### config.mk
export PLATFORM = sky130hd
export DESIGN_NAME = count_seg7_scanner
export DESIGN_NICKNAME = d
export VERILOG_FILES = /design/src/rtl/seg7_pkg.sv /design/src/rtl/seg7_hex_decoder.sv /design/src/rtl/count_seg7_scanner.sv
export SDC_FILE = /design/constraint.sdc
export NUM_CORES = 1
export LEC_CHECK = 0
export BUFFER_PORTS_ARGS = -buffer_cell sky130_fd_sc_hd__buf_2
export CORE_MARGIN = 1
export CORE_UTILIZATION = 50
export DETAILED_ROUTE_END_ITERATION = 7
export PLACE_DENSITY = 0.67
export SLEW_MARGIN = 20
export SYNTH_ARGS = -nofsm -noshare
export SYNTH_HDL_FRONTEND = slang
export SYNTH_HIERARCHICAL = 1
export SYNTH_SLANG_ARGS = --single-unit
### constraint.sdc
create_clock -name clk -period 2.1 [get_ports clk]
set_input_delay 0.105 -clock clk [delete_from_list [all_inputs] [get_ports clk]]
set_output_delay 0.105 -clock clk [all_outputs]
set_load 0.02 [all_outputs]
### src/rtl/seg7_pkg.sv
// Shared types and glyph data for the counter display scanner.
// Glyphs are stored active-high as {g,f,e,d,c,b,a}; the top module applies panel polarity.
package seg7_pkg;

  typedef enum logic {
    BLANK = 1'b0,
    SHOW  = 1'b1
  } scan_state_e;

  localparam logic [6:0] SEG_OFF = 7'h00;
  localparam logic [3:0] AN_OFF  = 4'h0;

  // Entry 15 is leftmost, entry 0 rightmost.
  localparam logic [15:0][6:0] HEX_GLYPHS = {
    7'h71, 7'h79, 7'h5E, 7'h39, 7'h7C, 7'h77, 7'h6F, 7'h7F,
    7'h07, 7'h7D, 7'h6D, 7'h66, 7'h4F, 7'h5B, 7'h06, 7'h3F
  };

  function automatic logic [6:0] hex2seg(input logic [3:0] value);
    return HEX_GLYPHS[value];
  endfunction

endpackage

### src/rtl/seg7_hex_decoder.sv
// Combinational hex nibble to active-high 7-segment glyph.
module seg7_hex_decoder
  import seg7_pkg::*;
(
  input  logic [3:0] hex_i,
  output logic [6:0] seg_o
);

  assign seg_o = hex2seg(hex_i);

endmodule

### src/rtl/count_seg7_scanner.sv
// Captures distinct counter values into a 4-deep history and scans them onto a
// 4-digit 7-segment display, newest on digit 0, with a sticky 15->0 wrap flag on its dp.
module count_seg7_scanner
  import seg7_pkg::*;
#(
  parameter int unsigned SHOW_CYCLES  = 50000,
  parameter int unsigned BLANK_CYCLES = 500,
  parameter bit          ACTIVE_LOW   = 1'b1
) (
  input  logic       clk,
  input  logic       rst,
  input  logic [3:0] count_in,
  input  logic       hold,
  input  logic       wrap_clr,
  output logic [3:0] an,
  output logic [6:0] seg,
  output logic       dp,
  output logic       wrap_seen
);

  localparam int unsigned MAX_CYCLES = (SHOW_CYCLES > BLANK_CYCLES) ? SHOW_CYCLES : BLANK_CYCLES;
  localparam int          TW         = $clog2(MAX_CYCLES + 1);
  localparam logic [TW-1:0] SHOW_LOAD  = TW'(SHOW_CYCLES - 1);
  localparam logic [TW-1:0] BLANK_LOAD = TW'(BLANK_CYCLES - 1);

  localparam logic [3:0] AN_POL  = {4{ACTIVE_LOW}};
  localparam logic [6:0] SEG_POL = {7{ACTIVE_LOW}};
  localparam logic       DP_POL  = ACTIVE_LOW;

  logic [3:0]    sync1_q, sync2_q, last_q;
  logic [3:0]    hist_q [4];
  logic          wrap_q;
  scan_state_e   state_q;
  logic [1:0]    idx_q;
  logic [TW-1:0] timer_q;
  logic [3:0]    an_q;
  logic [6:0]    seg_q;
  logic          dp_q;

  logic [6:0]    glyph_w [4];
  logic          push_d;
  logic          wrap_push_d;

  // One decoder per history slot; the scan index then picks a glyph.
  for (genvar gi = 0; gi < 4; gi++) begin : g_dec
    seg7_hex_decoder u_dec (
      .hex_i (hist_q[gi]),
      .seg_o (glyph_w[gi])
    );
  end

  assign push_d      = !hold && (sync2_q != last_q);
  assign wrap_push_d = push_d && (last_q == 4'hF) && (sync2_q == 4'h0);

  always_ff @(posedge clk) begin
    if (rst) begin
      sync1_q <= 4'h0;
      sync2_q <= 4'h0;
      last_q  <= 4'h0;
      for (int i = 0; i < 4; i++) hist_q[i] <= 4'h0;
      wrap_q  <= 1'b0;
      state_q <= BLANK;
      idx_q   <= 2'd0;
      timer_q <= '0;
      an_q    <= AN_OFF ^ AN_POL;
      seg_q   <= SEG_OFF ^ SEG_POL;
      dp_q    <= 1'b0 ^ DP_POL;
    end else begin
      sync1_q <= count_in;
      sync2_q <= sync1_q;

      // last only tracks pushed values, so a held change is pushed once on release.
      if (push_d) begin
        for (int i = 3; i > 0; i--) hist_q[i] <= hist_q[i-1];
        hist_q[0] <= sync2_q;
        last_q    <= sync2_q;
      end

      if (wrap_push_d)   wrap_q <= 1'b1;
      else if (wrap_clr) wrap_q <= 1'b0;

      case (state_q)
        BLANK: begin
          if (timer_q == '0) begin
            state_q <= SHOW;
            timer_q <= SHOW_LOAD;
          end else begin
            timer_q <= timer_q - 1'b1;
          end
        end
        SHOW: begin
          if (timer_q == '0) begin
            state_q <= BLANK;
            idx_q   <= idx_q + 2'd1;
            timer_q <= BLANK_LOAD;
          end else begin
            timer_q <= timer_q - 1'b1;
          end
        end
        default: begin
          state_q <= BLANK;
          timer_q <= '0;
        end
      endcase

      // Glyph follows the live history entry, so a push shows up one cycle later.
      if (state_q == SHOW) begin
        an_q  <= (4'b0001 << idx_q) ^ AN_POL;
        seg_q <= glyph_w[idx_q] ^ SEG_POL;
        dp_q  <= ((idx_q == 2'd0) && wrap_q) ^ DP_POL;
      end else begin
        an_q  <= AN_OFF ^ AN_POL;
        seg_q <= SEG_OFF ^ SEG_POL;
        dp_q  <= 1'b0 ^ DP_POL;
      end
    end
  end

  assign an        = an_q;
  assign seg       = seg_q;
  assign dp        = dp_q;
  assign wrap_seen = wrap_q;

endmodule

Word-level counts from Yosys, hierarchy flattened
Memory sizes are Yosys's and may differ from the RTL's.
Index checks and enable logic that the tools add are counted.

operators by class
  add/sub/neg operators = 2
  $lt $le $gt $ge = 5
  equality and inequality tests = 2
  shifts and indexed selects = 1
  mux-type cells = 24
  bitwise operators = 9
  reductions and logical operators = 11

operators with widths
  kind                                                                  count
  7-bit two-way mux                                                     6
  16-bit two-way mux                                                    2
  16-bit case mux with 2 select lines                                   1
  4-bit by 5-bit < comparator with 1-bit output, second input constant  4
  16-bit zero test                                                      1
  4-bit two-way mux                                                     4
  16-bit by 1-bit subtractor with 16-bit output, second input constant  1
  7-bit binary-select mux with 2-bit select                             1
  1-bit two-way mux                                                     9
  7-bit NOT                                                             1
  4-bit == test, second input constant                                  1
  1-bit logical AND                                                     4
  4-bit zero test                                                       1
  4-bit != test                                                         1
  4-bit NOT                                                             1
  1-bit OR                                                              4
  1-bit by 2-bit left shift with 4-bit output, first input constant     1
  3-bit >= comparator, second input constant                            1
  2-bit NOT with 3-bit output                                           1
  2-bit by 1-bit adder with 2-bit output, second input constant         1
  2-bit zero test                                                       1
  1-bit NOT                                                             2
  1-bit case mux with 2 select lines                                    1
  2-bit AND reduction                                                   1
  other kinds (3)                                                       3

word-level totals
  register bits after elaboration = 44
  memory bits (writable) = 16
  memory bits (read-only) = 448
  input bits = 8
  output and inout port bits = 13
  word-level logic and storage cells = 69
  memories kept = 5

memory list
  name             words  width  read ports  clocked after memory_dff  write ports  line                      text
  (no name shown)  16     7      1           0                         0            seg7_pkg.sv:20            return HEX_GLYPHS[value];
  (no name shown)  16     7      1           0                         0            seg7_pkg.sv:20
  (no name shown)  16     7      1           0                         0            seg7_pkg.sv:20
  (no name shown)  16     7      1           0                         0            seg7_pkg.sv:20
  hist_q           4      4      4           0                         4            count_seg7_scanner.sv:31  logic [3:0] hist_q [4];

Longest topological paths before layout
Gate-level depths: netlist of run 1.

  depth after elaboration = 6
  mapped depth = 8
  mapped depth without buffers = 8

Hierarchy
Netlist of run 1, hierarchy kept.

by module, submodules not included
  module                                  instances  cells each  area an instance (sq um)  seq. area each (sq um)
  count_seg7_scanner                      1          213         2487.4                    1361.3
  seg7_hex_decoder at g_dec[1].u_dec ...  3          33          286.5                     0.0
  seg7_hex_decoder at g_dec[0].u_dec      1          33          287.8                     0.0

Worst setup path before layout of run 1
No wires, ideal clock.

  path kind = reg2reg
  start point = memory hist_q[2][1]
  end point = register seg_q[3] (netlist: seg[3])
  setup time = 0.061 ns
  arrival time = 1.792 ns
  data required time = 2.039 ns
  setup slack = 0.248 ns
  stages on the path, launching flop included = 7
  path buffers = 0
  period minus slack after synthesis = 1.852 ns
  cell sequence = edfxtp_1 > inv_1 > ha_1 > inv_1 > mux4_1 > mux4_2 > nand2_1

RTL lines
  item                    line                       text
  start: declaration      count_seg7_scanner.sv:31
  end signal: assignment  count_seg7_scanner.sv:66   seg_q <= SEG_OFF ^ SEG_POL;
  end signal: assignment  count_seg7_scanner.sv:109  seg_q <= glyph_w[idx_q] ^ SEG_POL;
  end signal: assignment  count_seg7_scanner.sv:113  seg_q <= SEG_OFF ^ SEG_POL;
  end: declaration        count_seg7_scanner.sv:37   logic [6:0] seg_q;

==> impl_metrics.tcl, run 1 <==
set metrics [dict create \
    outcome "complete, no violations" \
    maxCapViolCount 0 \
    dieArea_um2 7614 \
    synth_nets 388 \
    cts_tree "yes" \
    whs_path_depth 3 \
    ys_warn_count 6 \
    clk_latency_ns 0.33 \
    wl_per_cell_um 13.63 \
    synth_edf_count 16 \
    die_y_um 87.26 \
    core_um2 6907 \
    cts_buffer_depth 2 \
    design_area_um2 4083 \
    pre_cts_ws_ns 0.09364 \
    rsz0062_at_grt "no" \
    cp_slowest_cell "mux4_1" \
    antenna_found_initial 0 \
    ys_async_sr_fraction_pct 0 \
    fin_ws_ns 0.1132 \
    cpMostUsedCell "inv_1" \
    drt_first_pass_iters 4 \
    path_delay_family "multiplexers" \
    rr_worst_depth 6 \
    vias 2480 \
    netlist.area_leader.share_pct 24.23 \
    routed_wl_um 6476 \
    globalplace.congestion 0.7991 \
    max_freq_ghz 0.5033 \
    p_leak_nw 1.671 \
    start_kind "flip-flop" \
    ys_seq_area_share_pct 37.45 \
    layout_commonest_cell "dfxtp_1" \
    crit_type "flip-flop to flip-flop" \
    ys.flop_type "dfxtp_1" \
    drc 0 \
    die_x_um 87.26 \
    synth.area.top_cells "dfxtp_1 24%, edfxtp_1 13%, ha_1 12%" \
    hold_slack_ns 0.04086 \
    period_share_pct 94.61 \
    endpoint_kind "flip-flop" \
    fin_worst_skew_ns 0.006141 \
    reg2reg_slack_ns 0.11 \
    hold_class "primary input to flip-flop" \
    drive_above_1_share_pct 21.37 \
    grt_pass1_vias 2372 \
    ioPinCount 21 \
    crit_chain "inv_1, ha_2, inv_1, mux4_1, mux4_2, nand2_1" \
    grt_max_degree 21 \
    setup_violations 0 \
    drtIter0Drc 156 \
    grt_usage_pct 18.78 \
    powerDensity_nw_per_um2 915.5 \
    synth.distinct_cells 52 \
    yosysTopAreaCell "dfxtp_1" \
    final_cell_mix "44 x dfxtp_1, 33 x ha_1, 29 x inv_1" \
    min_from "wrap_clr" \
    slew-limit-headroom_pct 63.42 \
    hold_violations 0 \
    tightest_slew_ns 0.5479 \
    ys_ff_latch 60 \
    cts_setup_buffers 0 \
    cts_buffers 9 \
    detailed_place.area_um2 3844 \
    grt-ovfl-total 0 \
    cp.required_ns 2.37 \
    place_hpwl_um 4751 \
    synth_area_um2 3635 \
    root_buffer "clkbuf_8" \
    worstHoldEndpoint "wrap_seen" \
    start_util_pct 52.63 \
    antenna_left 0 \
    arrival_ns 2.26 \
    grt_pass1_wl_um 10860 \
    cp_num_buf_inv 2 \
    fin_tns_setup_ns 0 \
    n_antenna_cell 0 \
    syn_area_per_cell_um2 10.54 \
    critPathMaxStageDelay_ns 0.48 \
    finalCriticalPeriod_ns 1.987 \
    critPathMaxFanout 5 \
    irDropWorstVdd_v 0.0006239 \
    r2r-end "seg[3]" \
    final_nets 417 \
    synthCells 345 \
    slew_violations 0 \
    port-buffer-count 20 \
    viasPerCell 5.221 \
    rows 30 \
    clk_pin_slew_ns 0.06 \
    reg2reg_from "hist_q[3][1]" \
    h-tree-depth 3 \
    area_growth_pct 12.32 \
    cts_sinks 60 \
]
## cell usage after synthesis (all sizes together) (11+ instances only)
cell     n
a21oi   15
and3    16
buf     11
dfxtp   44
edfxtp  16
ha      35
inv     30
mux2    12
mux2i   13
mux4    11
nand2   18
nor2    18
nor2b   18
nor3    11
## layer usage
layer  vias to the layer above  global-route usage [%]  part of all wire [%]
met5                         -                       0                     0
met4                         0                   8.048                   2.5
met3                        14                   4.645                   3.4
met2                        49                   29.76                    45
met1                      1148                   24.40                    49
li1                       1269                       -                     -
## per-stage QoR
step	power, mW	util (%)	cells
after global routing	3.983	59.11	475
after global placement	2.698	55.65	455
after detailed placement	2.724	55.65	455
after CTS	3.764	59.04	475
final	3.738	59.11	475
after floorplan	2.456	-	345
## what timing repair did
item / in CTS / in global routing
hold buffers: 4 / 0
endpoints found under the setup margin: 0 / 1
hold endpoints to repair: 4 / 0
resized for setup: 0 / 3
## layout make-up
class / count / area, um2
sequential: 60 / 1361
tap: 96 / 120.1
clock buffer: 12 / 145.1
multi-input combinational: 236 / 2057
inverter: 30 / 112.6
clock inverter: 4 / 48.80
timing repair buffer: 37 / 237.7
fill: 618 / 2824
## worst reg2reg max path, stage by stage (launching register included)
cell      delay [ns]
edfxtp_1        0.45
inv_1           0.17
ha_2            0.24
inv_1           0.05
mux4_1          0.48
mux4_2          0.48
nand2_1         0.07
## sequential cells by signal, summed over array words and instances, names as in the netlist
name	cells
timer_q	16
sync1_q	4
wrap_seen	1
an	4
state_q	1
seg	7
last_q	4
idx_q	2
hist_q	16
dp	1
sync2_q	4
## report_power, final
group / internal [mW] / switching [mW] / total [mW]
sequential: 1.37 / 0.206 / 1.57
combinational: 0.551 / 0.594 / 1.15
clock: 0.579 / 0.440 / 1.02
total: 2.50 / 1.24 / 3.74
## cells by family after synthesis
| kind of cell | synth area share (%) |
|---|---|
| multiplexers | 14.84 |
| flip-flops | 37.45 |
| AND/OR/NAND/NOR | 17.56 |
| AO/OA/AOI/OAI | 8.641 |
| buffers and inverters | 6.093 |
| XOR/XNOR | 3.374 |
| adder cells (fa/ha/maj) | 12.05 |
## worst max path at each step
stage | start | endpoint | slack [ns] | cells past startpoint
CTS | hist_q[2][1] | seg[3] | 0.07 | 6
global placement | hist_q[3][1] | seg[3] | 0.16 | 6
detailed placement | hist_q[2][1] | seg[3] | 0.09 | 6
finish | hist_q[3][1] | seg[3] | 0.11 | 6
floorplan | hist_q[2][1] | seg[3] | 0.25 | 6
global route | hist_q[3][1] | seg[3] | 0.007 | 6
Power figures use the tool's default switching activity.
==> run 2: changes to the inputs <==
--- a/config.mk
+++ b/config.mk
@@ -8,6 +8,6 @@
 export BUFFER_PORTS_ARGS = -buffer_cell sky130_fd_sc_hd__buf_2
-export CORE_MARGIN = 1
-export CORE_UTILIZATION = 50
+export CORE_MARGIN = 5
+export CORE_UTILIZATION = 58
 export DETAILED_ROUTE_END_ITERATION = 7
-export PLACE_DENSITY = 0.67
+export PLACE_DENSITY = 0.76
 export SLEW_MARGIN = 20
==> constraint.sdc (replaced) <==
create_clock -name clk -period 2.1 [get_ports clk]
set_input_delay 0.42 -clock clk [delete_from_list [all_inputs] [get_ports clk]]
set_output_delay 0.42 -clock clk [all_outputs]
set_load 0.02 [all_outputs]
==> run 2 against run 1 <==
Compared with the run above:
- core utilization up 8.1 points
- critical path type unchanged
- sequential cell count unchanged
- wire length up 4.5%
- global-route usage down 0.27 points
- design area down 1.4%
- power down 0.38%
- fmax down 1.2%
- die area up 4.4%
- register-to-register slack worse by 0.02 ns
- critical path depth unchanged
- combinational power about the same
- clock skew about the same
- largest power group unchanged
==> impl_metrics.tcl, run 2 (synthesized netlist as in run 1, its figures left out) <==
set metrics [dict create \
    cts_buffers 9 \
    cts_setup_buffers 0 \
    port-buffer-count 20 \
    viasPerCell 5.613 \
    setup_violations 0 \
    irDropWorstVdd_v 0.0008360 \
    multi_input_area_um2 2054 \
    rsz0062_at_grt "no" \
    dieArea_um2 7950 \
    cts_tree "yes" \
    place_hpwl_um 5074 \
    core_um2 5991 \
    hold_violations 0 \
    grt_pass1_wl_um 11230 \
    globalplace.congestion 0.8651 \
    ioPinCount 21 \
    slew-limit-headroom_pct 60.20 \
    fin_tns_setup_ns 0 \
    final_cell_mix "44 x dfxtp_1, 34 x ha_1, 30 x inv_1" \
    nFillCells 478 \
    powerDensity_nw_per_um2 925.1 \
    layout_commonest_cell "dfxtp_1" \
    n_antenna_cell 0 \
    drc 0 \
    drtIter0Drc 111 \
    p_leak_nw 1.663 \
    die_y_um 89.17 \
    slew_violations 0 \
    grt_max_degree 26 \
    grt_usage_pct 18.51 \
    die_x_um 89.17 \
    cp_num_buf_inv 2 \
    cp_slowest_cell "mux4_1" \
    grt-ovfl-total 0 \
    hold_buffers 0 \
    vias 2526 \
    drt_first_pass_iters 4 \
    area_growth_pct 10.74 \
    arrival_ns 2.28 \
    crit_type "flip-flop to flip-flop" \
    clk_pin_slew_ns 0.06 \
    start_util_pct 60.67 \
    root_buffer "clkbuf_8" \
    cpMostUsedCell "inv_1" \
    path_delay_family "multiplexers" \
    hold_class "primary input to flip-flop" \
    cts_buffer_depth 2 \
    clk_latency_ns 0.33 \
    cts_sinks 60 \
    pre_cts_ws_ns 0.06860 \
    endpoint_kind "flip-flop" \
    critPathMaxFanout 5 \
    rows 28 \
    drive_above_1_share_pct 21.07 \
    final_nets 414 \
    crit_chain "inv_1, ha_2, inv_1, mux4_1, mux4_2, nand2_1" \
    period_share_pct 95.76 \
    max_freq_ghz 0.4973 \
    maxCapViolCount 0 \
    fin_ws_ns 0.08910 \
    antenna_found_initial 0 \
    antenna_left 0 \
    wl_per_cell_um 15.04 \
    grt_pass1_vias 2448 \
    utilization_pct 67.19 \
    fin_worst_skew_ns 0.006447 \
    tightest_slew_ns 0.5962 \
    critPathMaxStageDelay_ns 0.50 \
    start_kind "flip-flop" \
    routed_wl_um 6768 \
    h-tree-depth 3 \
    outcome "complete, no violations" \
    total_power_mw 3.724 \
    finalCriticalPeriod_ns 2.011 \
    seq_area_um2 1361 \
    cp.required_ns 2.37 \
]
run 2: repair_timing:
item                       CTS  global route
hold endpoints to repair     0             0
setup endpoints to repair    0             1
resized for setup            0             1
run 2: worst paths after layout:
check | endpoint | cells after the start | slack, ns | from
worst max-delay path | seg[3] | 6 | 0.09 | hist_q[2][1]
worst min-delay path | sync1_q[1] | 2 | 0.30 | count_in[1]
worst max register to register | seg[3] | 6 | 0.09 | hist_q[2][1]
worst min register to register | sync2_q[3] | 1 | 0.44 | sync1_q[3]
run 2: cell type report:
cell class | instances | share of cell area [%]
Clock buffer | 15 | 4.911
Inverter | 30 | 2.798
Multi-Input combinational cell | 236 | 51.04
Sequential cell | 60 | 33.82
Tap cell | 75 | 2.331
Timing Repair Buffer | 34 | 5.098
run 2: metrics by stage:
stage,cells,hold slack (ns),instance area (um2)
2_1_floorplan,345,0.4138,3635
3_3_place_gp,435,0.4172,3825
3_5_place_dp,435,0.4333,3825
4_1_cts,450,0.2905,4023
5_1_grt,450,0.3074,4025
6_report,450,0.3016,4025
run 2: layer usage:
layer | wire [um] | global-route usage (%) | vias to the layer above | part of all wire, %
met1 | 3184 | 24.07 | 1195 | 47
li1 | - | - | 1266 | -
met4 | 123 | 7.578 | 0 | 1.8
met2 | 3138 | 29.00 | 54 | 46
met5 | 0 | 0 | - | 0
met3 | 322 | 5.346 | 11 | 4.8
run 2: power breakdown:
part	internal (mW)	total, mW	switching (mW)	leakage (nW)
logic	0.551	1.15	0.600	1.03
clock network	0.592	0.997	0.405	0.101
registers	1.37	1.58	0.209	0.531
total	2.51	3.72	1.21	1.66
run 2: worst register-to-register path, stage by stage (launching register included):
cell	delay [ns]
edfxtp_1	0.44
inv_1	0.18
ha_2	0.25
inv_1	0.04
mux4_1	0.50
mux4_2	0.46
nand2_1	0.08
